**config.mk**
```make
export PLATFORM = sky130hd
export DESIGN_NAME = register_file_mp
export DESIGN_NICKNAME = d
export VERILOG_FILES = /design/src/rtl/register_file_mp.sv
export SDC_FILE = /design/constraint.sdc
export NUM_CORES = 2
export LEC_CHECK = 0
export CAP_MARGIN = 10
export CELL_PAD_IN_SITES_DETAIL_PLACEMENT = 0
export CELL_PAD_IN_SITES_GLOBAL_PLACEMENT = 1
export CORE_ASPECT_RATIO = 1.1
export CORE_MARGIN = 5
export CORE_UTILIZATION = 46
export CTS_BUF_LIST = sky130_fd_sc_hd__clkbuf_16
export CTS_CLUSTER_DIAMETER = 50
export DETAILED_ROUTE_END_ITERATION = 7
export PLACE_DENSITY = 0.75
export SYNTH_ARGS = -nofsm -noshare
export SYNTH_HDL_FRONTEND = slang
export SYNTH_SLANG_ARGS = --single-unit
```
**constraint.sdc**
```tcl
create_clock -name clock -period 37.3 [get_ports clock]
set_input_delay 9.325 -clock clock [delete_from_list [all_inputs] [get_ports clock]]
set_output_delay 9.325 -clock clock [all_outputs]
set_load 0.01 [all_outputs]
```
**src/rtl/register_file_mp.sv**
```systemverilog
// Multi-port register file: two synchronous read ports, two write ports, optional hardwired zero entry and write-to-read bypass.
// Latency: one cycle for reads and writes; there is no backpressure, so every port can issue on every cycle.
module register_file_mp #(
    parameter int DATA_WIDTH = 32,
    parameter int ADDR_WIDTH = 5,
    parameter int ZERO_REG   = 1,
    parameter int BYPASS     = 1
) (
    input  logic                  clock,
    input  logic                  reset,
    input  logic [ADDR_WIDTH-1:0] rnum1,
    input  logic                  ren1,
    input  logic [ADDR_WIDTH-1:0] rnum2,
    input  logic                  ren2,
    input  logic [ADDR_WIDTH-1:0] wnum_a,
    input  logic                  write_a,
    input  logic [DATA_WIDTH-1:0] wdata_a,
    input  logic [ADDR_WIDTH-1:0] wnum_b,
    input  logic                  write_b,
    input  logic [DATA_WIDTH-1:0] wdata_b,
    output logic [DATA_WIDTH-1:0] rdata1,
    output logic [DATA_WIDTH-1:0] rdata2,
    output logic                  wconflict
);

    localparam int DEPTH = 1 << ADDR_WIDTH;

    logic [DATA_WIDTH-1:0] regs [DEPTH];
    logic [DATA_WIDTH-1:0] rd_next1;
    logic [DATA_WIDTH-1:0] rd_next2;
    logic                  conflict;

    assign conflict = write_a && write_b && (wnum_a == wnum_b);

    // Port B is checked first in each entry so it wins a same-index collision.
    genvar i;
    generate
        for (i = 0; i < DEPTH; i++) begin : g_entry
            localparam logic [ADDR_WIDTH-1:0] IDX = ADDR_WIDTH'(i);
            if (ZERO_REG != 0 && i == 0) begin : g_zero
                assign regs[i] = '0;
            end else begin : g_reg
                logic [DATA_WIDTH-1:0] q;
                always_ff @(posedge clock or posedge reset) begin
                    if (reset) begin
                        q <= '0;
                    end else if (write_b && (wnum_b == IDX)) begin
                        q <= wdata_b;
                    end else if (write_a && (wnum_a == IDX)) begin
                        q <= wdata_a;
                    end
                end
                assign regs[i] = q;
            end
        end
    endgenerate

    always_comb begin
        rd_next1 = regs[rnum1];
        if (BYPASS != 0) begin
            if (write_b && (wnum_b == rnum1)) begin
                rd_next1 = wdata_b;
            end else if (write_a && (wnum_a == rnum1)) begin
                rd_next1 = wdata_a;
            end
        end
        // Zero entry overrides bypass: a write to it never becomes visible.
        if (ZERO_REG != 0 && rnum1 == '0) begin
            rd_next1 = '0;
        end
    end

    always_comb begin
        rd_next2 = regs[rnum2];
        if (BYPASS != 0) begin
            if (write_b && (wnum_b == rnum2)) begin
                rd_next2 = wdata_b;
            end else if (write_a && (wnum_a == rnum2)) begin
                rd_next2 = wdata_a;
            end
        end
        if (ZERO_REG != 0 && rnum2 == '0) begin
            rd_next2 = '0;
        end
    end

    always_ff @(posedge clock or posedge reset) begin
        if (reset) begin
            rdata1    <= '0;
            rdata2    <= '0;
            wconflict <= 1'b0;
        end else begin
            if (ren1) begin
                rdata1 <= rd_next1;
            end
            if (ren2) begin
                rdata2 <= rd_next2;
            end
            wconflict <= conflict;
        end
    end

endmodule

```
# After elaboration in Yosys (flattened, before gate mapping)
# Index checks and enable logic that the tools add are counted.
dict set report word_totals {
  register_bits 1057
  latch_bits 0
  ramBits 0
  rom_bits 0
  input_bits 90
  output_inout_bits 65
  word_cells 280
  n_memories 0
}
dict set report classes {
  n_addsub 0
  mul 0
  div_mod_pow 0
  n_lt_le_gt_ge 2
  eq_ne 67
  shifts 0
  mux 74
  n_bitwise 2
  n_reduce_logical 101
}
# cell count
set op_table {}
lappend op_table {{$mux W32} 72}
lappend op_table {{$bmux W32 S5} 2}
lappend op_table {{$eq A5 B5 Y1 const B} 32}
lappend op_table {{$eq A5 B4 Y1 const B} 16}
lappend op_table {{$logic_and A1 B1 Y1} 68}
lappend op_table {{$reduce_bool A2 Y1} 31}
lappend op_table {{$eq A5 B3 Y1 const B} 8}
lappend op_table {{$eq A5 B5 Y1} 5}
lappend op_table {{$eq A5 B2 Y1 const B} 4}
lappend op_table {{$ge A6 B6 Y1 const B} 2}
lappend op_table {{$not A5 Y6} 2}
lappend op_table {{$eq A5 B1 Y1 const B} 2}
lappend op_table {{$logic_not A5 Y1} 2}

# Depth between registers and ports, before layout
dict set report depth {
  ltp_word 7
  mapped_depth 9
  depth_no_buf 5
}

# Worst setup path after synthesis
# No wires, ideal clock.
dict set report synth_path {
  kind {input to register}
  from {in rnum1[1]}
  to {reg rdata1[11]}
  setup_ns 0.134
  arrival_ns 10.987
  required_ns 37.166
  setup_slack_ns 26.179
  stages 7
  n_path_buf 3
  cell_sequence {buf_2 -> buf_2 -> buf_1 -> mux4_2 -> mux4_2 -> nor2_1 -> o211ai_1}
}
dict set report synth_via {
  elab_chain_len 7
  word_cells_on_any_way 12
  cone_classes {eq/ne: 2; mux: 6; bitwise: 1; reduce/logical: 3}
}
# item line
set synth_rtl {}
lappend synth_rtl {{start: declaration} 11} ;# input logic [ADDR_WIDTH-1:0] rnum1,
lappend synth_rtl {{$not A5 Y6 (not written as such)} 59} ;# rd_next1 = regs[rnum1];
lappend synth_rtl {{$bmux W32 S5} 59}
lappend synth_rtl {{$mux W32 (not written as such) (2 in series)} 59}
lappend synth_rtl {{$mux W32} 63} ;# end else if (write_a && (wnum_a == rnum1)) begin
lappend synth_rtl {{$mux W32} 61} ;# if (write_b && (wnum_b == rnum1)) begin
lappend synth_rtl {{$mux W32 *} 68} ;# if (ZERO_REG != 0 && rnum1 == '0) begin
lappend synth_rtl {{end signal: assignment} 94} ;# rdata1 <= rd_next1;
lappend synth_rtl {{end: declaration} 21} ;# output logic [DATA_WIDTH-1:0] rdata1,
# Mark *: on every way between the ends. The rest lies on a longest branch, timed or not. The select of a mux whose other input is x is not followed.
# A chain may end at the register's enable or synchronous reset.

==> results.txt <==
* Run status: finished clean
- Global-route wire length before repair: 392 mm
- For this run, the slowest stage of the critical path takes about 860 ps.
- Counting distinct cell types in the post-synthesis netlist gives 58.
- The number of nets in the synthesized netlist is 6732.
- Broken down by cell family, the worst path's largest delay share belongs to buffers and inverters.
- Cells along the critical path: clkdlybuf4s50_1 -> clkinvlp_4 -> buf_4 -> buf_4 -> buf_4 -> buf_4
- Starting density of the core: 46.2%
* Leading cell types by total area after synthesis: dfrtp_1 40%, mux2i_1 19%, mux4_2 11%
* Commonest cells after routing, fill and taps aside: 1270 x mux2i_1, 1057 x dfrtp_1, 678 x nor2_1
- Sequential Power Share: 42.8%
* Post-synthesis register bit count: 1057
- Category of the critical setup timing path: input pin to async pin
- From synthesis to final layout, the design area changed by 10.2%.
- TritonCTS built the clock tree.
- Master cell of the clock root buffer: clkbuf_16
- In this run, the number of DRC markers left after iteration 0 of detailed routing was 7297.
- Port buffering added ~150 buffers.
* Cells after DPL: between 8000 and 9000
* P_leak: between 30 and 40 nW
- The total area inside the core boundary comes to 144000 sq um.
- Final net count: 6404
* Commonest non-fill, non-tap cell in the layout: mux2i_1
- VDD IR max: 0.0284 mV
* Crit path launch type: input pin
- Arrival time at the worst endpoint: 13930 ps
- Register area: 26500 sq um
- H-tree depth: 4
- Clock network fraction of total power: between 30% and 40%
- The die is 372 um wide.
- The critical path contains buffers and inverters numbering 6 combined.
- For this run, the number of Yosys warnings is 0.
- Syn avg cell area: between 10 and 15 sq um
- Global routing finished with a remaining overflow of 0.
- Worst-path maximum fanout: about 70
- The max-slew violation total from the final report came to 0.
- Clock transition at path regs: 60 ps
- After floorplanning, the core was divided into around 150 placement rows.
- The post-route netlist has 14.0% of its cells at a drive strength greater than 1.
- At the pin with the least slew margin, the transition time is 1330 ps.
* Final wirelength: between 200 and 300 mm
- Net Switching: 1.25 mW
* Crit path top cell by count: buf_4
- Power spread over the standard cell area amounts to 54.2 nW/um^2.
- In the synthesized netlist, the number of instances is 6642.
- For this run, design rule violations remaining after detail routing come to 0.
- Number of buffers inserted for hold repair after clock tree synthesis: 0
* Primary flip-flop cell chosen by synthesis mapping: dfrtp_1
- Total Die Area: around 150000 sq um
- Routed Antenna Nets: 0
* Net switching fraction of the power: between 30% and 40%
* Final number of hold-violating endpoints: 0
* RSZ-0062 raised after global routing: no
- Resize count post-CTS: 0
* I/O pin count: 155
- Die height: around 410 um
- Clock tree synthesis found a total of between 1000 and 1500 sinks.
* Slowest cell on the critical path: buf_4
- After synthesis, the largest area contributor takes up 39.8% of total cell area.
- Headroom to the max-slew limit: approximately 11%
- Global routing consumed, over all layers together, 35.2% of the routing resources.
- For this run, asynchronously set or reset flops after synthesis account for 100%.
- Max-cap violations in this run came to 0.
* Setup repair bufs after CTS: 0
- CTS buffer count: 135
- The internal power of the cells totals 2.71 mW.
- Combinational cell fraction of total power: 23.8%
- Sequential area share after synthesis: 39.8%
* Via count normalized by instance count: 6.64
* Hold Crit Class: flip-flop to flip-flop
- Antenna violations before repair: 11
* Total via count in the routed design: between 50000 and 60000
* Vias in the first global route: around 54000
- Entering global routing, the biggest net connects 137 pins.
- Number of detailed-route iterations in the first pass: 8
* Mean routed wirelength per cell: 32.6 um
- Number of enable-type register cells in the synthesized netlist: 0
* HPWL after DPL: approximately 160 mm
- For the worst setup path, the data required time is 38090 ps.
- The cell area that synthesis handed to floorplanning was 66400 sq um.
* Final period demand of the worst path: 13150 ps
- Summing all multi-input logic gate instances after layout gives between 30000 and 40000 sq um.
* Crit path capture type: async pin
- Insertion delay of the later-clocked pin in the worst-skew pair: roughly 800 ps
- Clk buf depth: 3
- Final weighted congestion in routability-driven placement: 0.885
* Final Skew: 31.7 ps
* Fillers: 13000
* Ratio of final minimum period to clock period: 35.2%
- Maximum frequency from static timing analysis: ~76 MHz
- Final count of negative-setup-slack endpoints: 0
* Non-filler cells in the finished layout: between 8000 and 9000
* Yosys top cell by area: dfrtp_1
- Setup total negative slack on the finished layout was measured at 0 ps.
[worst reg2reg max path, stage by stage (launching register included)]
cell	delay [ps]
dfrtp_1	400
mux4_2	480
nor2_1	110
nor3_1	60
a221oi_1	810
o31ai_1	180
[synth_stat cells (30+ instances only)]
| cell type | n |
|---|---|
| o21ai_0 | 483 |
| nand3_1 | 47 |
| o21ai_1 | 34 |
| dfrtp_1 | 1057 |
| a32oi_1 | 32 |
| nor2b_1 | 70 |
| mux2i_1 | 1270 |
| a21oi_1 | 586 |
| nor2_1 | 698 |
| mux2_2 | 85 |
| o2111ai_1 | 58 |
| clkbuf_1 | 498 |
| a221oi_1 | 60 |
| mux4_2 | 313 |
| nor3_1 | 34 |
| inv_1 | 37 |
| nand2_1 | 522 |
| buf_2 | 191 |
| buf_1 | 64 |
| a22o_1 | 30 |
| o211ai_1 | 38 |
| buf_4 | 37 |
| or4_1 | 37 |
| o22a_1 | 31 |
| o22ai_1 | 84 |
[registers in the layout (all words and copies together) (netlist names)]
name / count
g_entry.g_reg.q: 992
rdata2: 32
rdata1: 32
wconflict: 1
[metal layers]
layer / vias up / global-route usage (%) / part of all wire [%]
met4: 6 / 18.2 / 6.3
met2: 3573 / 52.7 / 44
li1: 23500 / - / -
met3: 880 / 8.20 / 11
met1: 27500 / 47.8 / 39
met5: - / 0 / 0.015
[worst paths after layout]
check / from / end / slack (ps) / depth (start not counted)
setup / recovery: reset / g_entry[22].g_reg.q[4] / 24150 / 6
hold reg to reg: rdata1[0] / rdata1[0] / 570 / 2
setup reg to reg: g_entry[7].g_reg.q[16] / rdata2[16] / 35140 / 5
max in group clock: rnum2[1] / rdata2[12] / 24420 / 8
hold / removal: rdata1[0] / rdata1[0] / 570 / 2
min in group asynchronous: reset / g_entry[9].g_reg.q[21] / 9110 / 2
[layout make-up]
type                    count  share of cell area [%]
diodes                      3                  0.0103
well taps                1924                    3.29
flip-flops and latches   1057                    36.1
multi-input cells        4740                    50.2
inverters                  37                   0.195
repair buffers            343                    4.12
clock buffers             143                    4.89
clock inverters           101                    1.15
[per-stage QoR]
stage	util, %	total power, mW	worst slack, ps	cell area [sq um]	hold WS [ps]
after CTS	50.9	3.96	24070	73200	574
after floorplan	-	2.34	13400	66400	525
after global placement	47.8	2.60	23310	68800	549
final	50.9	3.97	24150	73200	572
after detailed placement	47.8	2.64	23260	68800	559
after global routing	50.9	4.14	23530	73200	594
[power groups by stage]
stage	Combinational (mW)	Clock, mW	Sequential [mW]
floorplan	0.710	0	1.63
global placement	0.907	0	1.69
detailed placement	0.933	0	1.71
CTS	0.934	1.33	1.69
global route	1.03	1.38	1.73
finish	0.943	1.32	1.70
[kinds of logic (layout without fill, tap and decap cells)]
family / count (synthesis) / in the layout / share of synthesized area [%]
buffers and inverters: 845 / 624 / 5.52
XOR/XNOR: 25 / 25 / 0.330
AO/OA/AOI/OAI: 1526 / 1526 / 13.4
AND/OR/NAND/NOR: 1521 / 1521 / 9.75
other: 0 / 3 / 0
flip-flops: 1057 / 1057 / 39.8
multiplexers: 1668 / 1668 / 31.2
(Power assumes the default switching activity.)
